==> src/rtl/uart_rx_fsm_if.sv <==
// Control bundle between the UART receive frame controller and its datapath
// (line input, majority sampler, deserializer and start/parity/stop checkers).
// The controller is the master; the datapath side is the slave.
interface uart_rx_fsm_if #(
  parameter int PRESC_W = 6
);
  // Line and configuration
  logic               RX_IN;
  logic               PAR_EN;
  logic [PRESC_W-1:0] prescale;

  // Checker results
  logic               strt_glitch;
  logic               par_err;
  logic               stp_err;

  // Counters and datapath sequencing
  logic [PRESC_W-1:0] edge_cnt;
  logic               edge_cnt_max;
  logic [3:0]         bit_cnt;
  logic               dat_samp_en;
  logic               take_sample;
  logic               deser_en;
  logic               strt_chk_en;
  logic               par_chk_en;
  logic               stp_chk_en;

  // Frame outcome pulses
  logic               data_valid;
  logic               frame_err;

  modport master (
    input  RX_IN, PAR_EN, prescale,
    input  strt_glitch, par_err, stp_err,
    output edge_cnt, edge_cnt_max, bit_cnt,
    output dat_samp_en, take_sample, deser_en,
    output strt_chk_en, par_chk_en, stp_chk_en,
    output data_valid, frame_err
  );

  modport slave (
    output RX_IN, PAR_EN, prescale,
    output strt_glitch, par_err, stp_err,
    input  edge_cnt, edge_cnt_max, bit_cnt,
    input  dat_samp_en, take_sample, deser_en,
    input  strt_chk_en, par_chk_en, stp_chk_en,
    input  data_valid, frame_err
  );
endinterface

==> src/rtl/uart_rx_fsm.sv <==
// UART receive frame controller. Detects the start bit, runs the oversampling
// edge counter and the data-bit counter, sequences the sampler, deserializer
// and checkers, and reports each frame as a one-cycle data_valid (clean frame)
// or frame_err (parity or stop error). Every output is a register: the next
// values are decoded from the next state and next counters.
module uart_rx_fsm #(
  parameter int DATA_WIDTH = 8,
  parameter int PRESC_W    = 6
) (
  input  logic          clk_RX,
  input  logic          rst,
  uart_rx_fsm_if.master bus
);

  typedef enum logic [2:0] {
    IDLE   = 3'd0,
    START  = 3'd1,
    DATA   = 3'd2,
    PARITY = 3'd3,
    STOP   = 3'd4
  } state_t;

  localparam logic [PRESC_W-1:0] PRESC_ONE = PRESC_W'(1);
  localparam logic [3:0]         LAST_BIT  = 4'(DATA_WIDTH - 1);

  // Oversample counter advance: wraps to 0 after the last edge of a bit.
  function automatic logic [PRESC_W-1:0] edge_step(input logic [PRESC_W-1:0] cnt,
                                                   input logic               at_max);
    return at_max ? '0 : cnt + PRESC_ONE;
  endfunction

  // Last oversample edge of a bit period.
  function automatic logic is_last_edge(input logic [PRESC_W-1:0] cnt,
                                        input logic [PRESC_W-1:0] presc);
    return cnt == (presc - PRESC_ONE);
  endfunction

  // Edge on which the majority sampler's result is valid (just past mid-bit).
  function automatic logic is_sample_edge(input logic [PRESC_W-1:0] cnt,
                                          input logic [PRESC_W-1:0] presc);
    return cnt == ((presc >> 1) + PRESC_ONE);
  endfunction

  // Registered state, counters and frame configuration
  state_t             state_q;
  logic [PRESC_W-1:0] edge_q;
  logic [3:0]         bit_q;
  logic               par_en_q;
  logic [PRESC_W-1:0] presc_q;
  logic               err_q;

  // Registered outputs
  logic               edge_max_q;
  logic               take_q;
  logic               samp_en_q;
  logic               deser_en_q;
  logic               strt_chk_q;
  logic               par_chk_q;
  logic               stp_chk_q;
  logic               dv_q;
  logic               fe_q;

  // Next-cycle values
  state_t             state_nxt;
  logic [PRESC_W-1:0] edge_nxt;
  logic [3:0]         bit_nxt;
  logic               par_en_nxt;
  logic [PRESC_W-1:0] presc_nxt;
  logic               err_nxt;
  logic               dv_nxt;
  logic               fe_nxt;
  logic               active_nxt;

  // Next-state, counter and error-latch decode for the frame sequence
  always_comb begin
    state_nxt  = state_q;
    edge_nxt   = edge_step(edge_q, edge_max_q);
    bit_nxt    = bit_q;
    par_en_nxt = par_en_q;
    presc_nxt  = presc_q;
    err_nxt    = err_q;
    dv_nxt     = 1'b0;
    fe_nxt     = 1'b0;

    case (state_q)
      IDLE: begin
        edge_nxt = '0;
        bit_nxt  = '0;
        if (!bus.RX_IN) begin
          // The detection cycle counts as edge 0 of the start bit, and the
          // frame configuration is frozen here for the rest of the frame.
          state_nxt  = START;
          edge_nxt   = PRESC_ONE;
          par_en_nxt = bus.PAR_EN;
          presc_nxt  = bus.prescale;
          err_nxt    = 1'b0;
        end
      end

      START: begin
        bit_nxt = '0;
        if (take_q && bus.strt_glitch) begin
          // Line went low only briefly: quietly drop back to idle.
          state_nxt = IDLE;
          edge_nxt  = '0;
        end else if (edge_max_q) begin
          state_nxt = DATA;
        end
      end

      DATA: begin
        if (edge_max_q) begin
          if (bit_q == LAST_BIT) begin
            state_nxt = par_en_q ? PARITY : STOP;
            bit_nxt   = '0;
          end else begin
            bit_nxt = bit_q + 4'd1;
          end
        end
      end

      PARITY: begin
        if (take_q && bus.par_err) begin
          err_nxt = 1'b1;
        end
        if (edge_max_q) begin
          state_nxt = STOP;
        end
      end

      STOP: begin
        if (take_q && bus.stp_err) begin
          err_nxt = 1'b1;
        end
        if (edge_max_q) begin
          state_nxt = IDLE;
          edge_nxt  = '0;
          bit_nxt   = '0;
          if (err_nxt) begin
            fe_nxt = 1'b1;
          end else begin
            dv_nxt = 1'b1;
          end
        end
      end

      default: begin
        // Unused encodings recover to idle.
        state_nxt = IDLE;
        edge_nxt  = '0;
        bit_nxt   = '0;
      end
    endcase

    active_nxt = (state_nxt != IDLE);
  end

  // Frame controller state, counters and registered outputs
  always_ff @(posedge clk_RX or negedge rst) begin
    if (!rst) begin
      state_q    <= IDLE;
      edge_q     <= '0;
      bit_q      <= '0;
      par_en_q   <= 1'b0;
      presc_q    <= '0;
      err_q      <= 1'b0;
      edge_max_q <= 1'b0;
      take_q     <= 1'b0;
      samp_en_q  <= 1'b0;
      deser_en_q <= 1'b0;
      strt_chk_q <= 1'b0;
      par_chk_q  <= 1'b0;
      stp_chk_q  <= 1'b0;
      dv_q       <= 1'b0;
      fe_q       <= 1'b0;
    end else begin
      state_q    <= state_nxt;
      edge_q     <= edge_nxt;
      bit_q      <= bit_nxt;
      par_en_q   <= par_en_nxt;
      presc_q    <= presc_nxt;
      err_q      <= err_nxt;
      edge_max_q <= active_nxt && is_last_edge(edge_nxt, presc_nxt);
      take_q     <= active_nxt && is_sample_edge(edge_nxt, presc_nxt);
      samp_en_q  <= active_nxt;
      deser_en_q <= (state_nxt == DATA);
      strt_chk_q <= (state_nxt == START);
      par_chk_q  <= (state_nxt == PARITY);
      stp_chk_q  <= (state_nxt == STOP);
      dv_q       <= dv_nxt;
      fe_q       <= fe_nxt;
    end
  end

  assign bus.edge_cnt     = edge_q;
  assign bus.edge_cnt_max = edge_max_q;
  assign bus.bit_cnt      = bit_q;
  assign bus.dat_samp_en  = samp_en_q;
  assign bus.take_sample  = take_q;
  assign bus.deser_en     = deser_en_q;
  assign bus.strt_chk_en  = strt_chk_q;
  assign bus.par_chk_en   = par_chk_q;
  assign bus.stp_chk_en   = stp_chk_q;
  assign bus.data_valid   = dv_q;
  assign bus.frame_err    = fe_q;

endmodule

==> src/flat_wrapper.sv <==
// flat-port wrapper written by rule: the top's interface ports become plain ports
module uart_rx_fsm_flat 
#(
  parameter int DATA_WIDTH = 8,
  parameter int PRESC_W    = 6
)
  (clk_RX, rst, bus_RX_IN, bus_PAR_EN, bus_prescale, bus_strt_glitch, bus_par_err, bus_stp_err, bus_edge_cnt, bus_edge_cnt_max, bus_bit_cnt, bus_dat_samp_en, bus_take_sample, bus_deser_en, bus_strt_chk_en, bus_par_chk_en, bus_stp_chk_en, bus_data_valid, bus_frame_err);
  uart_rx_fsm_if #(.PRESC_W(PRESC_W)) bus_i ();
  input  logic clk_RX;
  input  logic rst;
  input wire logic [$bits(bus_i.RX_IN)-1:0] bus_RX_IN;
  input wire logic [$bits(bus_i.PAR_EN)-1:0] bus_PAR_EN;
  input wire logic [$bits(bus_i.prescale)-1:0] bus_prescale;
  input wire logic [$bits(bus_i.strt_glitch)-1:0] bus_strt_glitch;
  input wire logic [$bits(bus_i.par_err)-1:0] bus_par_err;
  input wire logic [$bits(bus_i.stp_err)-1:0] bus_stp_err;
  output wire logic [$bits(bus_i.edge_cnt)-1:0] bus_edge_cnt;
  output wire logic [$bits(bus_i.edge_cnt_max)-1:0] bus_edge_cnt_max;
  output wire logic [$bits(bus_i.bit_cnt)-1:0] bus_bit_cnt;
  output wire logic [$bits(bus_i.dat_samp_en)-1:0] bus_dat_samp_en;
  output wire logic [$bits(bus_i.take_sample)-1:0] bus_take_sample;
  output wire logic [$bits(bus_i.deser_en)-1:0] bus_deser_en;
  output wire logic [$bits(bus_i.strt_chk_en)-1:0] bus_strt_chk_en;
  output wire logic [$bits(bus_i.par_chk_en)-1:0] bus_par_chk_en;
  output wire logic [$bits(bus_i.stp_chk_en)-1:0] bus_stp_chk_en;
  output wire logic [$bits(bus_i.data_valid)-1:0] bus_data_valid;
  output wire logic [$bits(bus_i.frame_err)-1:0] bus_frame_err;
  assign bus_i.RX_IN = bus_RX_IN;
  assign bus_i.PAR_EN = bus_PAR_EN;
  assign bus_i.prescale = bus_prescale;
  assign bus_i.strt_glitch = bus_strt_glitch;
  assign bus_i.par_err = bus_par_err;
  assign bus_i.stp_err = bus_stp_err;
  assign bus_edge_cnt = bus_i.edge_cnt;
  assign bus_edge_cnt_max = bus_i.edge_cnt_max;
  assign bus_bit_cnt = bus_i.bit_cnt;
  assign bus_dat_samp_en = bus_i.dat_samp_en;
  assign bus_take_sample = bus_i.take_sample;
  assign bus_deser_en = bus_i.deser_en;
  assign bus_strt_chk_en = bus_i.strt_chk_en;
  assign bus_par_chk_en = bus_i.par_chk_en;
  assign bus_stp_chk_en = bus_i.stp_chk_en;
  assign bus_data_valid = bus_i.data_valid;
  assign bus_frame_err = bus_i.frame_err;
  uart_rx_fsm #(.DATA_WIDTH(DATA_WIDTH), .PRESC_W(PRESC_W)) u_core (.clk_RX(clk_RX), .rst(rst), .bus(bus_i));
endmodule
==> config.mk <==
export PLATFORM = sky130hd
export DESIGN_NAME = uart_rx_fsm_flat
export DESIGN_NICKNAME = d
export VERILOG_FILES = /design/src/rtl/uart_rx_fsm_if.sv /design/src/rtl/uart_rx_fsm.sv /design/src/flat_wrapper.sv
export SDC_FILE = /design/constraint.sdc
export NUM_CORES = 1
export LEC_CHECK = 0
export ABC_CLOCK_PERIOD_IN_PS = 2600
export CAP_MARGIN = 40
export CORE_ASPECT_RATIO = 2
export CORE_MARGIN = 2
export CORE_UTILIZATION = 47
export CTS_CLUSTER_DIAMETER = 60
export CTS_CLUSTER_SIZE = 8
export DETAILED_ROUTE_END_ITERATION = 12
export PLACE_DENSITY = 0.78
export SLEW_MARGIN = 30
export SYNTH_ARGS = -nofsm -noshare
export SYNTH_HDL_FRONTEND = slang
export SYNTH_SLANG_ARGS = --single-unit
==> constraint.sdc <==
create_clock -name clk_RX -period 2.6 [get_ports clk_RX]
set_input_delay 0.52 -clock clk_RX [delete_from_list [all_inputs] [get_ports clk_RX]]
set_output_delay 0.52 -clock clk_RX [all_outputs]
set_load 0.1 [all_outputs]
# --- Yosys cells after proc, flatten, opt, wreduce, memory -nomap -nowiden ---
# Index checks and enable logic that the tools add are counted.
classes:
  add_sub_neg: 4
  n_eq_ne: 15
  n_mux: 31
  bitwise: 2
  reduce_logical: 12
op_table:
  columns: ["cell", "count"]
  rows:
  - ["$mux 6", 5]
  - ["$mux 3", 8]
  - ["$pmux 6 s4", 1]
  - ["$pmux 3 s5", 1]
  - ["$eq 3x2->1 const B", 4]
  - ["$eq 6x6->1", 2]
  - ["$mux 4", 3]
  - ["$pmux 4 s3", 1]
  - ["$mux 1", 11]
  - ["$add 5x1->6 const B", 1]
  - ["$add 6x1->6 const B", 1]
  - ["$eq 3x1->1 const B", 2]
  - ["$eq 3x3->1 const B", 2]
  - ["$ne 2x1->1 const B", 3]
  - ["$reduce_and 3->1", 2]
  - ["$reduce_bool 3->1", 2]
  - ["$sub 6x1->6 const B", 1]
  - ["$logic_and 1x1->1", 5]
  - ["$add 4x1->4 const B", 1]
  - ["$eq 4x3->1 const B", 1]
  - ["$logic_not 3->1", 1]
  - ["$pmux 1 s3", 1]
  - ["$ne 2x2->1 const B", 1]
  - ["$not 1->1", 2]
  - ["other kinds (2)", 2]
word_totals:
  reg_bits: 30
  out_inout_bits: 19
  word_cells: 79

# --- Depth between registers and ports, before layout ---
logic_depth:
  depth_word: 6
  mapped_depth: 12

# --- Worst setup path before layout ---
# No wires, ideal clock.
synth_timing:
  path_type: "register -> register"
  start: "register u_core.state_q[1]"
  end: "register u_core.edge_max_q, in the netlist u_core.bus.edge_cnt_max"
  arrival_ns: 2.611
  setup_time_ns: 0.111
  path_stages_with_launch: 13
  setup_slack_ns: -0.122
  path_cell_list: "dfrtp_1 > buf_6 > nor4_4 > buf_6 > mux2_2 > inv_1 > ha_1 > nor3b_1 > mux2i_1 > xnor2_1 > xnor2_1 > nand3_1 > a2111oi_2"
synth_via:
  elab_chain_len: 5
synth_rtl:
  columns: ["element", "line_no", "source"]
  rows:
  - ["from (decl)", "uart_rx_fsm.sv:45", "state_t state_q;"]
  - ["from (signal assigned)", "uart_rx_fsm.sv:177", "state_q <= state_nxt;"]
  - ["$logic_not 3->1", "uart_rx_fsm.sv:85", "case (state_q)"]
  - ["$mux 6", "uart_rx_fsm.sv:85", null]
  - ["named net u_core.presc_nxt[0]", "uart_rx_fsm.sv:68", "logic [PRESC_W-1:0] presc_nxt;"]
  - ["$sub 6x1->6", "uart_rx_fsm.sv:35", "return cnt == (presc - PRESC_ONE);"]
  - ["$eq 6x6->1", "uart_rx_fsm.sv:35", null]
  - ["$logic_and 1x1->1", "uart_rx_fsm.sv:183", "edge_max_q <= active_nxt && is_last_edge(edge_nxt, presc_nxt);"]
  - ["to (signal assigned)", "uart_rx_fsm.sv:183", null]
  - ["to (decl)", "uart_rx_fsm.sv:53", "logic edge_max_q;"]
# The timed path passes the listed nets, and every way through them passes these cells.
# A chain may end at the register's enable or synchronous reset.

# --- Worst setup path after layout ---
layout_timing:
  start: "register u_core.state_q[2]"
  end: "register u_core.edge_max_q, in the netlist u_core.bus.edge_cnt_max"
# Same word-level chain as after synthesis.

==> impl_metrics.env <==
export IMPL_status="completed"
export IMPL_grt_pass1_vias=1637
export IMPL_drt_iter0_drc=29
export IMPL_path_cells="nor4_4, buf_6, mux2_4, inv_4, ha_4, nor3b_2, mux2i_1, xnor2_1, xnor2_1, nand3_1, a2111oi_4"
export IMPL_avgSynthCellArea_um2=10.26
export IMPL_first_pass_iters=4
export IMPL_rows=31
export IMPL_dieArea_um2=4312
export IMPL_multi_input_area_um2=1022
export IMPL_drt_total_wl_mm=4.830
export IMPL_synthFlopType="dfrtp_1"
export IMPL_drv_slew=0
export IMPL_fin_skew_ps=4.437
export IMPL_initial_utilization_pct=49.18
export IMPL_grt_max_degree=31
export IMPL_period_minus_slack_ps=2540
export IMPL_finalNetCount=249
export IMPL_antenna_left=0
export IMPL_drv_cap=0
export IMPL_die_w_um=47.45
export IMPL_wl_per_cell_um=17.19
export IMPL_slowest_delay_ps=420
export IMPL_synth_seq_area_share_pct=42.31
export IMPL_antenna_cells=0
export IMPL_synthCells=173
export IMPL_clockBufferDepth=2
export IMPL_endpoint_kind="register"
export IMPL_synth_seq_cells=30
export IMPL_clk_latency_ps=290
export IMPL_vias=1594
export IMPL_relSlewSlack_pct=58.09
export IMPL_drive_above_1_share_pct=33.19
export IMPL_required_ps=2780
export IMPL_grtUsageTotal_pct=24.62
export IMPL_io_pins=32
export IMPL_drc=0
export IMPL_cp_max_fo=4
export IMPL_synth_distinct_cells=50
export IMPL_cp_common_cell="xnor2_1"
export IMPL_async_flop_share_pct=100.0
export IMPL_core_um2=3607
export IMPL_die_h_um=90.89
export IMPL_via_per_inst=5.673
export IMPL_finalSetupViolCount=0
export IMPL_clkSinkCount=30
export IMPL_cts_tree="yes"
export IMPL_finalHoldViolations=0
export IMPL_cts_buffers=5
export IMPL_cp_arrival_ps=2720
export IMPL_synth_nets=191
export IMPL_area_growth_synth_to_final_pct=38.01
export IMPL_yosys_warnings=0
export IMPL_hold_buffers=0
export IMPL_cts_root_buffer="clkbuf_8"
export IMPL_worstMarginPinSlew_ps=621.8
export IMPL_antenna_found_initial=0
export IMPL_fmax_mhz=393.7
export IMPL_nFillCells=289
export IMPL_path_class="register to register"
export IMPL_synth_area_um2=1774
export IMPL_dp_hpwl_mm=3.632
export IMPL_setup_tns_ps=0
export IMPL_port_buffers=31
export IMPL_cp_slowest_cell="dfrtp_1"
export IMPL_clk_pin_slew_worst_paths_ps=60
export IMPL_fin_crit_sh_pct=97.69
export IMPL_regArea_um2=753.2
export IMPL_htreeDepth=2
export IMPL_grt_ovfl_total=0
export IMPL_place_congestion=0.8907
export IMPL_synth_edf_count=0
export IMPL_rsz0062_at_grt="yes"
export IMPL_grt_pass1_wl_mm=7.486
export IMPL_worstHoldPathType="register to register"
export IMPL_worstSetupStartpointType="register"
==> cell usage in the layout, fill, tap and decap left out, drive strengths merged, types with 3 or more instances in the layout <==
cell	count
a21oi	7
buf	44
clkbuf	8
clkdlybuf4s50	11
dfrtp	30
ha	5
inv	11
mux2i	11
nand2	11
nand3	10
nor2	16
nor3	3
o21ai	5
xnor2	12
xor2	4
==> critical path: cells and delay by family (launching register included) <==
kind	cells	cell delay, ps
flip-flops	1	420
multiplexers	2	480
AND/OR/NAND/NOR	3	620
buffers and inverters	2	270
XOR/XNOR	2	320
adder cells (fa/ha/maj)	1	150
AO/OA/AOI/OAI	1	190
==> kinds of logic after synthesis <==
kind of cell | count (synthesis) | synth area share (%)
AOI/OAI and AO/OA | 32 | 14.10
and+or+nand+nor | 59 | 18.48
adders and majority gates | 5 | 3.526
buffers and inverters | 17 | 4.936
muxes | 13 | 7.475
DFF | 30 | 42.31
xor gates and xnor gates | 17 | 9.168
==> flip-flops by register name, indices dropped and copies added, names as in the netlist, 3 cells and up <==
name / cells
u_core.bus.bit_cnt: 4
u_core.bus.edge_cnt: 6
u_core.state_q: 3
u_core.presc_q: 6
==> synthesized netlist by cell type, types with 2 or more instances <==
master     n  area (µm²)
a211oi_1   2       15.01
mux2_2     2       22.52
and3b_1    2       17.52
o21ai_0    5       25.02
nor2_1    15       56.30
a21oi_1    6       30.03
ha_1       5       62.56
nor3_1     3       15.01
or2_2      2       12.51
xnor2_1   12       105.1
nor4b_1    2       17.52
nand3_1   10       50.05
o22ai_1    2       12.51
a31oi_1    2       12.51
xor2_1     4       35.03
or3_1      2       12.51
inv_1     11       41.29
nand2_1   11       41.29
nor3b_1    2       15.01
mux2i_1   11       110.1
a32oi_1    2       17.52
buf_6      3       33.78
dfrtp_1   30       750.7
==> per-layer routing <==
layer / part of all wire (%) / vias to the layer above / routed length (µm) / track usage, %
li1: - / 740 / - / -
met1: 33 / 772 / 1595 / 22.59
met2: 56 / 57 / 2725 / 41.67
met3: 3.4 / 25 / 166 / 5.600
met4: 7.1 / 0 / 342 / 18.98
met5: 0 / - / 0 / 0
==> layout make-up <==
| class | count | area share (%) |
|---|---|---|
| clock buffers | 8 | 4.497 |
| multi-input cells | 126 | 41.75 |
| inverters | 12 | 1.993 |
| well taps | 49 | 2.504 |
| flip-flops and latches | 30 | 30.76 |
| repair buffers | 56 | 18.50 |
==> what timing repair did <==
item                                    in CTS  in global routing
resized for setup                            4                  4
endpoints found under the setup margin       2                  2
pin swaps                                    2                  5
buffers inserted                             1                  1
==> stage by stage <==
| stage | hold WS (ps) | cells | worst slack [ps] | util, % | instance area, µm² |
|---|---|---|---|---|---|
| 2_1_floorplan | 224.4 | 173 | 54.03 | - | 1833 |
| 3_3_place_gp | 453.5 | 271 | -430.3 | 63.44 | 2288 |
| 3_5_place_dp | 468.5 | 271 | -562.4 | 63.44 | 2288 |
| 4_1_cts | 476.9 | 280 | 93.99 | 67.12 | 2421 |
| 5_1_grt | 497.5 | 281 | -130.8 | 67.88 | 2449 |
| 6_report | 469.5 | 281 | 60.04 | 67.88 | 2449 |
==> final timing paths <==
kind | cells after the start | slack, ps | endpoint | start
min in group asynchronous | 2 | 630 | u_core.bus.bit_cnt[3] | rst
worst max register to register | 11 | 60 | u_core.bus.edge_cnt_max | u_core.state_q[2]
max in group asynchronous | 2 | 1680 | u_core.bus.bit_cnt[0] | rst
worst max-delay path | 11 | 60 | u_core.bus.edge_cnt_max | u_core.state_q[2]
worst min-delay path | 1 | 470 | u_core.bus.data_valid | u_core.err_q
worst min register to register | 1 | 470 | u_core.bus.data_valid | u_core.err_q
Power of run 1 is left out: the tool's default activity adds up to more than one toggle a clock period on the data nets, which glitch-free logic cannot reach.
